## config.mk

```make
export PLATFORM = sky130hd
export DESIGN_NAME = rv32_decode_pipe
export DESIGN_NICKNAME = d
export VERILOG_FILES = /design/src/rtl/rv32_decode_pipe_pkg.sv /design/src/rtl/rv32_decode_pipe_imm_gen.sv /design/src/rtl/rv32_decode_pipe.sv
export SDC_FILE = /design/constraint.sdc
export NUM_CORES = 1
export LEC_CHECK = 0
export ABC_AREA = 1
export CORE_AREA = 8 8 129 83
export CTS_CLUSTER_DIAMETER = 150
export DETAILED_ROUTE_END_ITERATION = 10
export DIE_AREA = 0 0 137 91
export DONT_BUFFER_PORTS = 1
export GPL_TIMING_DRIVEN = 0
export PLACE_DENSITY = 0.69
export REMOVE_ABC_BUFFERS = 1
export SLEW_MARGIN = 20
export SYNTH_ARGS = -nofsm -noshare
export SYNTH_HDL_FRONTEND = slang
export SYNTH_SLANG_ARGS = --single-unit
```

## constraint.sdc

```tcl
create_clock -name clk -period 2.34 [get_ports clk]
set_clock_uncertainty 0.05 [all_clocks]
set_input_delay 0.702 -clock clk [delete_from_list [all_inputs] [get_ports clk]]
set_output_delay 0.702 -clock clk [all_outputs]
set_load 0.1 [all_outputs]
```

## src/rtl/rv32_decode_pipe_pkg.sv

```systemverilog
// rtl/rv32_decode_pipe_pkg.sv - shared RV32I/M decode constants, encodings and control bundle
// Contents: opcode/funct3/funct7 constants, ALU-op and source-select codes,
// memory-width codes, immediate-format select enum, registered control struct.
package rv32_decode_pipe_pkg;

  localparam logic [6:0] OPC_LUI    = 7'b0110111;
  localparam logic [6:0] OPC_AUIPC  = 7'b0010111;
  localparam logic [6:0] OPC_JAL    = 7'b1101111;
  localparam logic [6:0] OPC_JALR   = 7'b1100111;
  localparam logic [6:0] OPC_BRANCH = 7'b1100011;
  localparam logic [6:0] OPC_LOAD   = 7'b0000011;
  localparam logic [6:0] OPC_STORE  = 7'b0100011;
  localparam logic [6:0] OPC_OP_IMM = 7'b0010011;
  localparam logic [6:0] OPC_OP     = 7'b0110011;

  localparam logic [2:0] F3_ADD_SUB = 3'd0;
  localparam logic [2:0] F3_SLL     = 3'd1;
  localparam logic [2:0] F3_SRL_SRA = 3'd5;
  localparam logic [2:0] F3_JALR    = 3'd0;
  localparam logic [2:0] F3_BEQ     = 3'd0;
  localparam logic [2:0] F3_BNE     = 3'd1;
  localparam logic [2:0] F3_BLT     = 3'd4;
  localparam logic [2:0] F3_BGE     = 3'd5;
  localparam logic [2:0] F3_BLTU    = 3'd6;
  localparam logic [2:0] F3_BGEU    = 3'd7;

  localparam logic [6:0] FUNCT7_BASE   = 7'h00;
  localparam logic [6:0] FUNCT7_ALT    = 7'h20;
  localparam logic [6:0] FUNCT7_MULDIV = 7'h01;

  // Codes 0..7 coincide with the OP/OP-IMM funct3 values.
  localparam logic [3:0] ALU_ADD     = 4'd0;
  localparam logic [3:0] ALU_SLL     = 4'd1;
  localparam logic [3:0] ALU_SLT     = 4'd2;
  localparam logic [3:0] ALU_SLTU    = 4'd3;
  localparam logic [3:0] ALU_XOR     = 4'd4;
  localparam logic [3:0] ALU_SRL_SRA = 4'd5;
  localparam logic [3:0] ALU_OR      = 4'd6;
  localparam logic [3:0] ALU_AND     = 4'd7;
  localparam logic [3:0] ALU_PASS    = 4'd8;

  localparam logic SRC1_RS1 = 1'b0;
  localparam logic SRC1_PC  = 1'b1;
  localparam logic SRC2_RS2 = 1'b0;
  localparam logic SRC2_IMM = 1'b1;

  localparam logic [1:0] MEM_BYTE = 2'd0;
  localparam logic [1:0] MEM_HALF = 2'd1;
  localparam logic [1:0] MEM_WORD = 2'd2;

  typedef enum logic [2:0] {
    IMM_NONE, IMM_I, IMM_S, IMM_B, IMM_U, IMM_J, IMM_SHAMT
  } imm_fmt_e;

  typedef struct packed {
    logic       illegal;
    logic [3:0] alu_op;
    logic       alu_sub_sra;
    logic       alu_src1;
    logic       alu_src2;
    logic       rd_write;
    logic       mem_read;
    logic       mem_write;
    logic [1:0] mem_width;
    logic       mem_unsigned;
    logic       branch;
    logic       branch_negate;
    logic       jal;
    logic       jalr;
    logic       muldiv;
    logic [2:0] muldiv_op;
    logic [4:0] rs1;
    logic [4:0] rs2;
    logic [4:0] rd;
  } ctrl_t;

endpackage

```

## src/rtl/rv32_decode_pipe_imm_gen.sv

```systemverilog
// rtl/rv32_decode_pipe_imm_gen.sv - combinational RV32 immediate generator
// Ports: instr (32-bit instruction word), fmt (immediate format select),
// imm (32-bit immediate; sign-extended from instr[31], shamt zero-extended).
module rv32_imm_gen
  import rv32_decode_pipe_pkg::*;
(
  input  logic [31:0] instr,
  input  imm_fmt_e    fmt,
  output logic [31:0] imm
);

  logic [31:0] sx;
  logic        unused_opcode_bits;

  assign sx = {32{instr[31]}};
  assign unused_opcode_bits = ^instr[6:0];

  always_comb begin
    imm = 32'd0;
    case (fmt)
      IMM_I:     imm = {sx[31:12], instr[31:20]};
      IMM_S:     imm = {sx[31:12], instr[31:25], instr[11:7]};
      IMM_B:     imm = {sx[31:13], instr[31], instr[7], instr[30:25], instr[11:8], 1'b0};
      IMM_U:     imm = {instr[31:12], 12'd0};
      IMM_J:     imm = {sx[31:21], instr[31], instr[19:12], instr[20], instr[30:21], 1'b0};
      IMM_SHAMT: imm = {27'd0, instr[24:20]};
      default:   imm = 32'd0;
    endcase
  end

endmodule

```

## src/rtl/rv32_decode_pipe.sv

```systemverilog
// rtl/rv32_decode_pipe.sv - single-cycle registered RV32I(+M) decode stage with load-use hazard detect
// Ports: clk/reset (sync active-high), valid_in/stall_in/flush_in handshake,
// pc_in/instr_in fetch data, ex_load_in/ex_rd_in load in execute,
// hazard_stall_out and rs1/rs2_addr_out (combinational), registered decode outputs.
module rv32_decode_pipe
  import rv32_decode_pipe_pkg::*;
#(
  parameter int unsigned M_EXT         = 0,
  parameter int unsigned ILLEGAL_VALID = 1
) (
  input  logic        clk,
  input  logic        reset,
  input  logic        valid_in,
  input  logic        stall_in,
  input  logic        flush_in,
  input  logic [31:0] pc_in,
  input  logic [31:0] instr_in,
  input  logic        ex_load_in,
  input  logic [4:0]  ex_rd_in,
  output logic        hazard_stall_out,
  output logic [4:0]  rs1_addr_out,
  output logic [4:0]  rs2_addr_out,
  output logic        valid_out,
  output logic        illegal_out,
  output logic [3:0]  alu_op_out,
  output logic        alu_sub_sra_out,
  output logic        alu_src1_out,
  output logic        alu_src2_out,
  output logic        rd_write_out,
  output logic        mem_read_out,
  output logic        mem_write_out,
  output logic [1:0]  mem_width_out,
  output logic        mem_unsigned_out,
  output logic        branch_out,
  output logic        branch_negate_out,
  output logic        jal_out,
  output logic        jalr_out,
  output logic        muldiv_out,
  output logic [2:0]  muldiv_op_out,
  output logic [31:0] pc_out,
  output logic [31:0] imm_out,
  output logic [4:0]  rs1_out,
  output logic [4:0]  rs2_out,
  output logic [4:0]  rd_out
);

  logic [6:0]  opcode, funct7;
  logic [2:0]  funct3;
  logic        uses_rs1, uses_rs2, legal, writes_rd;
  imm_fmt_e    fmt;
  ctrl_t       ctrl, ctrl_q;
  logic [31:0] imm, imm_q, pc_q;
  logic        valid_q;

  assign opcode = instr_in[6:0];
  assign funct3 = instr_in[14:12];
  assign funct7 = instr_in[31:25];
  assign rs1_addr_out = instr_in[19:15];
  assign rs2_addr_out = instr_in[24:20];

  // Register-read usage depends only on the opcode, so unknown opcodes still
  // count as reading rs1 for hazard purposes.
  assign uses_rs1 = !(opcode inside {OPC_LUI, OPC_AUIPC, OPC_JAL});
  assign uses_rs2 = opcode inside {OPC_OP, OPC_BRANCH, OPC_STORE};

  assign hazard_stall_out = valid_in && ex_load_in && (ex_rd_in != 5'd0) && !stall_in && !flush_in &&
                            ((uses_rs1 && ex_rd_in == rs1_addr_out) || (uses_rs2 && ex_rd_in == rs2_addr_out));

  rv32_imm_gen u_imm_gen (.instr(instr_in), .fmt(fmt), .imm(imm));

  always_comb begin
    ctrl      = '0;
    fmt       = IMM_NONE;
    legal     = 1'b0;
    writes_rd = 1'b0;
    case (opcode)
      OPC_LUI: begin
        legal = 1'b1; writes_rd = 1'b1; fmt = IMM_U;
        ctrl.alu_op = ALU_PASS; ctrl.alu_src2 = SRC2_IMM;
      end
      OPC_AUIPC: begin
        legal = 1'b1; writes_rd = 1'b1; fmt = IMM_U;
        ctrl.alu_src1 = SRC1_PC; ctrl.alu_src2 = SRC2_IMM;
      end
      OPC_JAL: begin
        legal = 1'b1; writes_rd = 1'b1; fmt = IMM_J; ctrl.jal = 1'b1;
        ctrl.alu_src1 = SRC1_PC; ctrl.alu_src2 = SRC2_IMM;
      end
      OPC_JALR: begin
        legal = (funct3 == F3_JALR); writes_rd = 1'b1; fmt = IMM_I;
        ctrl.jalr = 1'b1; ctrl.alu_src2 = SRC2_IMM;
      end
      OPC_BRANCH: begin
        legal = 1'b1; fmt = IMM_B; ctrl.branch = 1'b1;
        ctrl.branch_negate = funct3[0];
        case (funct3)
          F3_BEQ, F3_BNE:   ctrl.alu_sub_sra = 1'b1;
          F3_BLT, F3_BGE:   ctrl.alu_op = ALU_SLT;
          F3_BLTU, F3_BGEU: ctrl.alu_op = ALU_SLTU;
          default:          legal = 1'b0;
        endcase
      end
      OPC_LOAD: begin
        legal = (funct3 != 3'd3) && (funct3 < 3'd6); writes_rd = 1'b1; fmt = IMM_I;
        ctrl.mem_read = 1'b1; ctrl.mem_width = funct3[1:0];
        ctrl.mem_unsigned = funct3[2]; ctrl.alu_src2 = SRC2_IMM;
      end
      OPC_STORE: begin
        legal = (funct3 <= 3'd2); fmt = IMM_S;
        ctrl.mem_write = 1'b1; ctrl.mem_width = funct3[1:0]; ctrl.alu_src2 = SRC2_IMM;
      end
      OPC_OP_IMM: begin
        writes_rd = 1'b1; ctrl.alu_op = {1'b0, funct3}; ctrl.alu_src2 = SRC2_IMM;
        if (funct3 == F3_SLL) begin
          legal = (funct7 == FUNCT7_BASE); fmt = IMM_SHAMT;
        end else if (funct3 == F3_SRL_SRA) begin
          legal = (funct7 == FUNCT7_BASE) || (funct7 == FUNCT7_ALT); fmt = IMM_SHAMT;
          ctrl.alu_sub_sra = (funct7 == FUNCT7_ALT);
        end else begin
          legal = 1'b1; fmt = IMM_I;
        end
      end
      OPC_OP: begin
        writes_rd = 1'b1;
        if (funct7 == FUNCT7_MULDIV) begin
          legal = (M_EXT != 0); ctrl.muldiv = 1'b1; ctrl.muldiv_op = funct3;
        end else begin
          legal = (funct7 == FUNCT7_BASE) ||
                  (funct7 == FUNCT7_ALT && (funct3 == F3_ADD_SUB || funct3 == F3_SRL_SRA));
          ctrl.alu_op = {1'b0, funct3}; ctrl.alu_sub_sra = (funct7 == FUNCT7_ALT);
        end
      end
      default: legal = 1'b0;
    endcase
    if (instr_in[1:0] != 2'b11) legal = 1'b0;
    ctrl.rs1 = uses_rs1 ? rs1_addr_out : 5'd0;
    ctrl.rs2 = uses_rs2 ? rs2_addr_out : 5'd0;
    if (writes_rd) begin
      ctrl.rd       = instr_in[11:7];
      ctrl.rd_write = (instr_in[11:7] != 5'd0);
    end
    // Illegal words carry only the flag (and the PC, captured separately).
    if (!legal) begin
      ctrl         = '0;
      ctrl.illegal = 1'b1;
      fmt          = IMM_NONE;
    end
  end

  always_ff @(posedge clk) begin
    if (reset || flush_in) begin
      valid_q <= 1'b0; ctrl_q <= '0; pc_q <= 32'd0; imm_q <= 32'd0;
    end else if (stall_in) begin
      valid_q <= valid_q; ctrl_q <= ctrl_q; pc_q <= pc_q; imm_q <= imm_q;
    end else if (hazard_stall_out || !valid_in || (ctrl.illegal && ILLEGAL_VALID == 0)) begin
      // Bubbles are all-zero so nothing stale reaches execute.
      valid_q <= 1'b0; ctrl_q <= '0; pc_q <= 32'd0; imm_q <= 32'd0;
    end else begin
      valid_q <= 1'b1; ctrl_q <= ctrl; pc_q <= pc_in; imm_q <= imm;
    end
  end

  assign valid_out         = valid_q;
  assign illegal_out       = ctrl_q.illegal;
  assign alu_op_out        = ctrl_q.alu_op;
  assign alu_sub_sra_out   = ctrl_q.alu_sub_sra;
  assign alu_src1_out      = ctrl_q.alu_src1;
  assign alu_src2_out      = ctrl_q.alu_src2;
  assign rd_write_out      = ctrl_q.rd_write;
  assign mem_read_out      = ctrl_q.mem_read;
  assign mem_write_out     = ctrl_q.mem_write;
  assign mem_width_out     = ctrl_q.mem_width;
  assign mem_unsigned_out  = ctrl_q.mem_unsigned;
  assign branch_out        = ctrl_q.branch;
  assign branch_negate_out = ctrl_q.branch_negate;
  assign jal_out           = ctrl_q.jal;
  assign jalr_out          = ctrl_q.jalr;
  assign muldiv_out        = ctrl_q.muldiv;
  assign muldiv_op_out     = ctrl_q.muldiv_op;
  assign pc_out            = pc_q;
  assign imm_out           = imm_q;
  assign rs1_out           = ctrl_q.rs1;
  assign rs2_out           = ctrl_q.rs2;
  assign rd_out            = ctrl_q.rd;

endmodule
```

==> results.toml <==
[route]
wl_per_cell_um = 19.5
drtAntennaViolNets = 0
wl_met2_um = 6390
drc = 0
dr_wl_met3_um = 2000
drt_wl_total_um = 15200
via_count = 4481
via_per_inst = 5.77
wl_met1_um = 6480
topRoutingLayerUsed = "met4"
dr.pass1.iters = 5
drtIter0Drc = 309

[sta]
fin_crit_sh_pct = 101
rsz0062_at_grt = "yes"
drv_slew = 0
worstMarginPinSlew_ns = 1.04
hold_viol = 0
slew_headroom_pct = 30.5
min_period_ns = 2.36
setup_violations = 1
setup_ws_ns = -0.0229
max_freq_mhz = 423

[power_and_ir_drop]
leakagePower_nw = 1.98
p_total_mw = 3.68
power.density_nw_per_um2 = 704
peakVddDrop_mv = 0.372

[logic_synthesis]
synth_area_um2 = 4690
synth-seq-cells = 102
avgSynthCellArea_um2 = 6.94
synth_warnings = 0
yosys-top-cells-area = "dfxtp_1 44%, nand2_1 20%, a21oi_1 12%"
post-synth-top-area-cell = "dfxtp_1"
synth_top_area_share_pct = 43.5
netlist_instances = 676
seq_area_frac_synth_pct = 43.5
synth_cell_types = 33

[worst_setup_path]
cp_cell_sequence = "clkinvlp_4, nand3_4, nor2_4, nor2_4, nand4_1, nand2_2, nand2_4, inv_16"
regToRegStartpoint = "pc_out[29]"
cp_top_family = "simple AND/OR/NAND/NOR gates"
start_kind = "primary input"
worstSetupStartpoint = "instr_in[4]"
crit_top_cell = "nor2_4"
cp_slowest_cell = "inv_16"
worstPathArrival_ns = 1.61
path_buf_inv = 2
criticalPathCategory = "in -> out"
worstPathMaxFanout = 6
required_ns = 1.59
critPathMaxStageDelay_ns = 0.16
cp-end-kind = "output pin"

[layout]
regArea_um2 = 2040
fillers = 886
layout_commonest_cell = "nand2_1"
num_antenna_cells = 0
postLayoutCoreUtil_pct = 59.0
multiInputGateArea_um2 = 2400
layout-drive-gt1-share_pct = 12.1
nNetsFinal = 730
final_cells = 776
layout_common_cells = "237 x nand2_1, 115 x a21oi_1, 102 x dfxtp_1"
syn_to_final_growth_pct = 11.3

[cts]
cts.clk_slew.worst_paths_ns = 0.07
h-tree-depth = 3
clockRootBuffer = "clkbuf_16"
cts.sinks = 102
clockBufferDepth = 2
clk_latency_ns = 0.34
cts_tree = "done"
cts_buffers = 9

[die]
fp.dieW_um = 137
die-area_um2 = 12500
initial_utilization_pct = 53.0
placementRows = 27
core-area_um2 = 8850
io_pins = 188
die_h_um = 91

[grt]
grt_remaining_overflow = 0
grt_max_degree = 104
antenna_found_initial = 0
grt_pass1_vias = 4183
grt_pass1_wl_um = 23000
grt_usage_pct = 23.2

[status]
status = "finished, violations left"
violations = "setup timing"

[placement]
numPortBuffers = 0
place_inst = 745
hpwl_um = 10400
post-place-ws_ns = -1.08
routabilityCongestion = 0.923

[min_path]
hp-start = "pc_in[23]"
hold_path_class = "in -> reg"

[flow_run]
drv_cap = 0
[timing repair]
item                                    CTS  global route
gates cloned                              2             1
endpoints found under the hold margin     0             0
pin swaps                                10            11
hold buffers                              0             0
setup buffers                             4             8
gates resized for setup                  34            12
endpoints found under the setup margin   93            63
[power by group]
group	leakage [nW]	total, mW	internal (mW)	switching (mW)
Combinational	0.999	0.195	0.0667	0.129
Sequential	0.823	1.85	1.75	0.0992
Clock	0.161	1.64	0.976	0.662
[cell families after synthesis]
logic type	share of synthesized area (%)
xor+xnor	1.68
buf+inv	8.35
flops	43.5
compound gates	14.5
simple gates	32.0
[worst register-to-register path, stage by stage (launching register included)]
cell and delay, ns:
dfxtp_1 0.99, nand2_1 0.17, a21oi_1 0.17
[layer usage]
metal | track usage [%] | vias up
li1 | - | 2150
met1 | 30.5 | 2101
met2 | 33.9 | 210
met3 | 10.5 | 20
met4 | 5.49 | 0
met5 | 0 | -
[cell type report]
class	count	area share, %
clock buffers	10	4.57
well taps	116	2.78
repair buffers	13	2.25
clock inverters	6	1.77
multi-input cells	494	46.0
inverters	35	3.54
flip-flops and latches	102	39.1
[cell usage after synthesis]
cell type and instances:
nand2_1 246, a21oi_1 116, dfxtp_1 102, nand3_1 39
nor2_1 30, inv_1 26, clkbuf_1 24, buf_4 12
nand4_1 11, buf_2 8, inv_2 8, nand2_2 7
xor2_1 6, nor2_2 5, o2111ai_1 4, buf_6 3
nand3_2 3, nor2_4 3, nor3_1 3, o211ai_1 3
o21ai_0 3, xnor2_1 3, a21boi_0 1, buf_1 1
inv_4 1, nand3b_1 1, nor2_8 1, nor4_1 1
o21a_1 1, o21ai_1 1, o22ai_1 1, or2_1 1
or2_2 1
[sequential cells by signal, indices dropped and copies added (netlist names), 2 cells and up]
| register | count |
|---|---|
| pc_out | 32 |
| alu_op_out | 4 |
| muldiv_op_out | 3 |
| rd_out | 5 |
| mem_width_out | 2 |
| imm_out | 32 |
| rs1_out | 5 |
| rs2_out | 5 |
[metrics by stage]
step	hold WS [ns]	TNS [ns]	instance area, µm²
final	0.447	-0.0229	5220
after floorplan	0.771	-35.92	4430
after global routing	0.431	-0.0963	5220
after global placement	0.798	-110.01	4580
after CTS	0.440	-0.0114	5100
after detailed placement	0.804	-77.81	4610
[final timing paths]
path | to | cells after the start | slack (ns)
hold / removal | pc_out[23] | 2 | 0.45
setup / recovery | hazard_stall_out | 8 | -0.02
hold reg to reg | muldiv_op_out[2] | 2 | 0.86
setup reg to reg | pc_out[29] | 2 | 0.90
No activity file was read; power rests on OpenSTA's default activity.
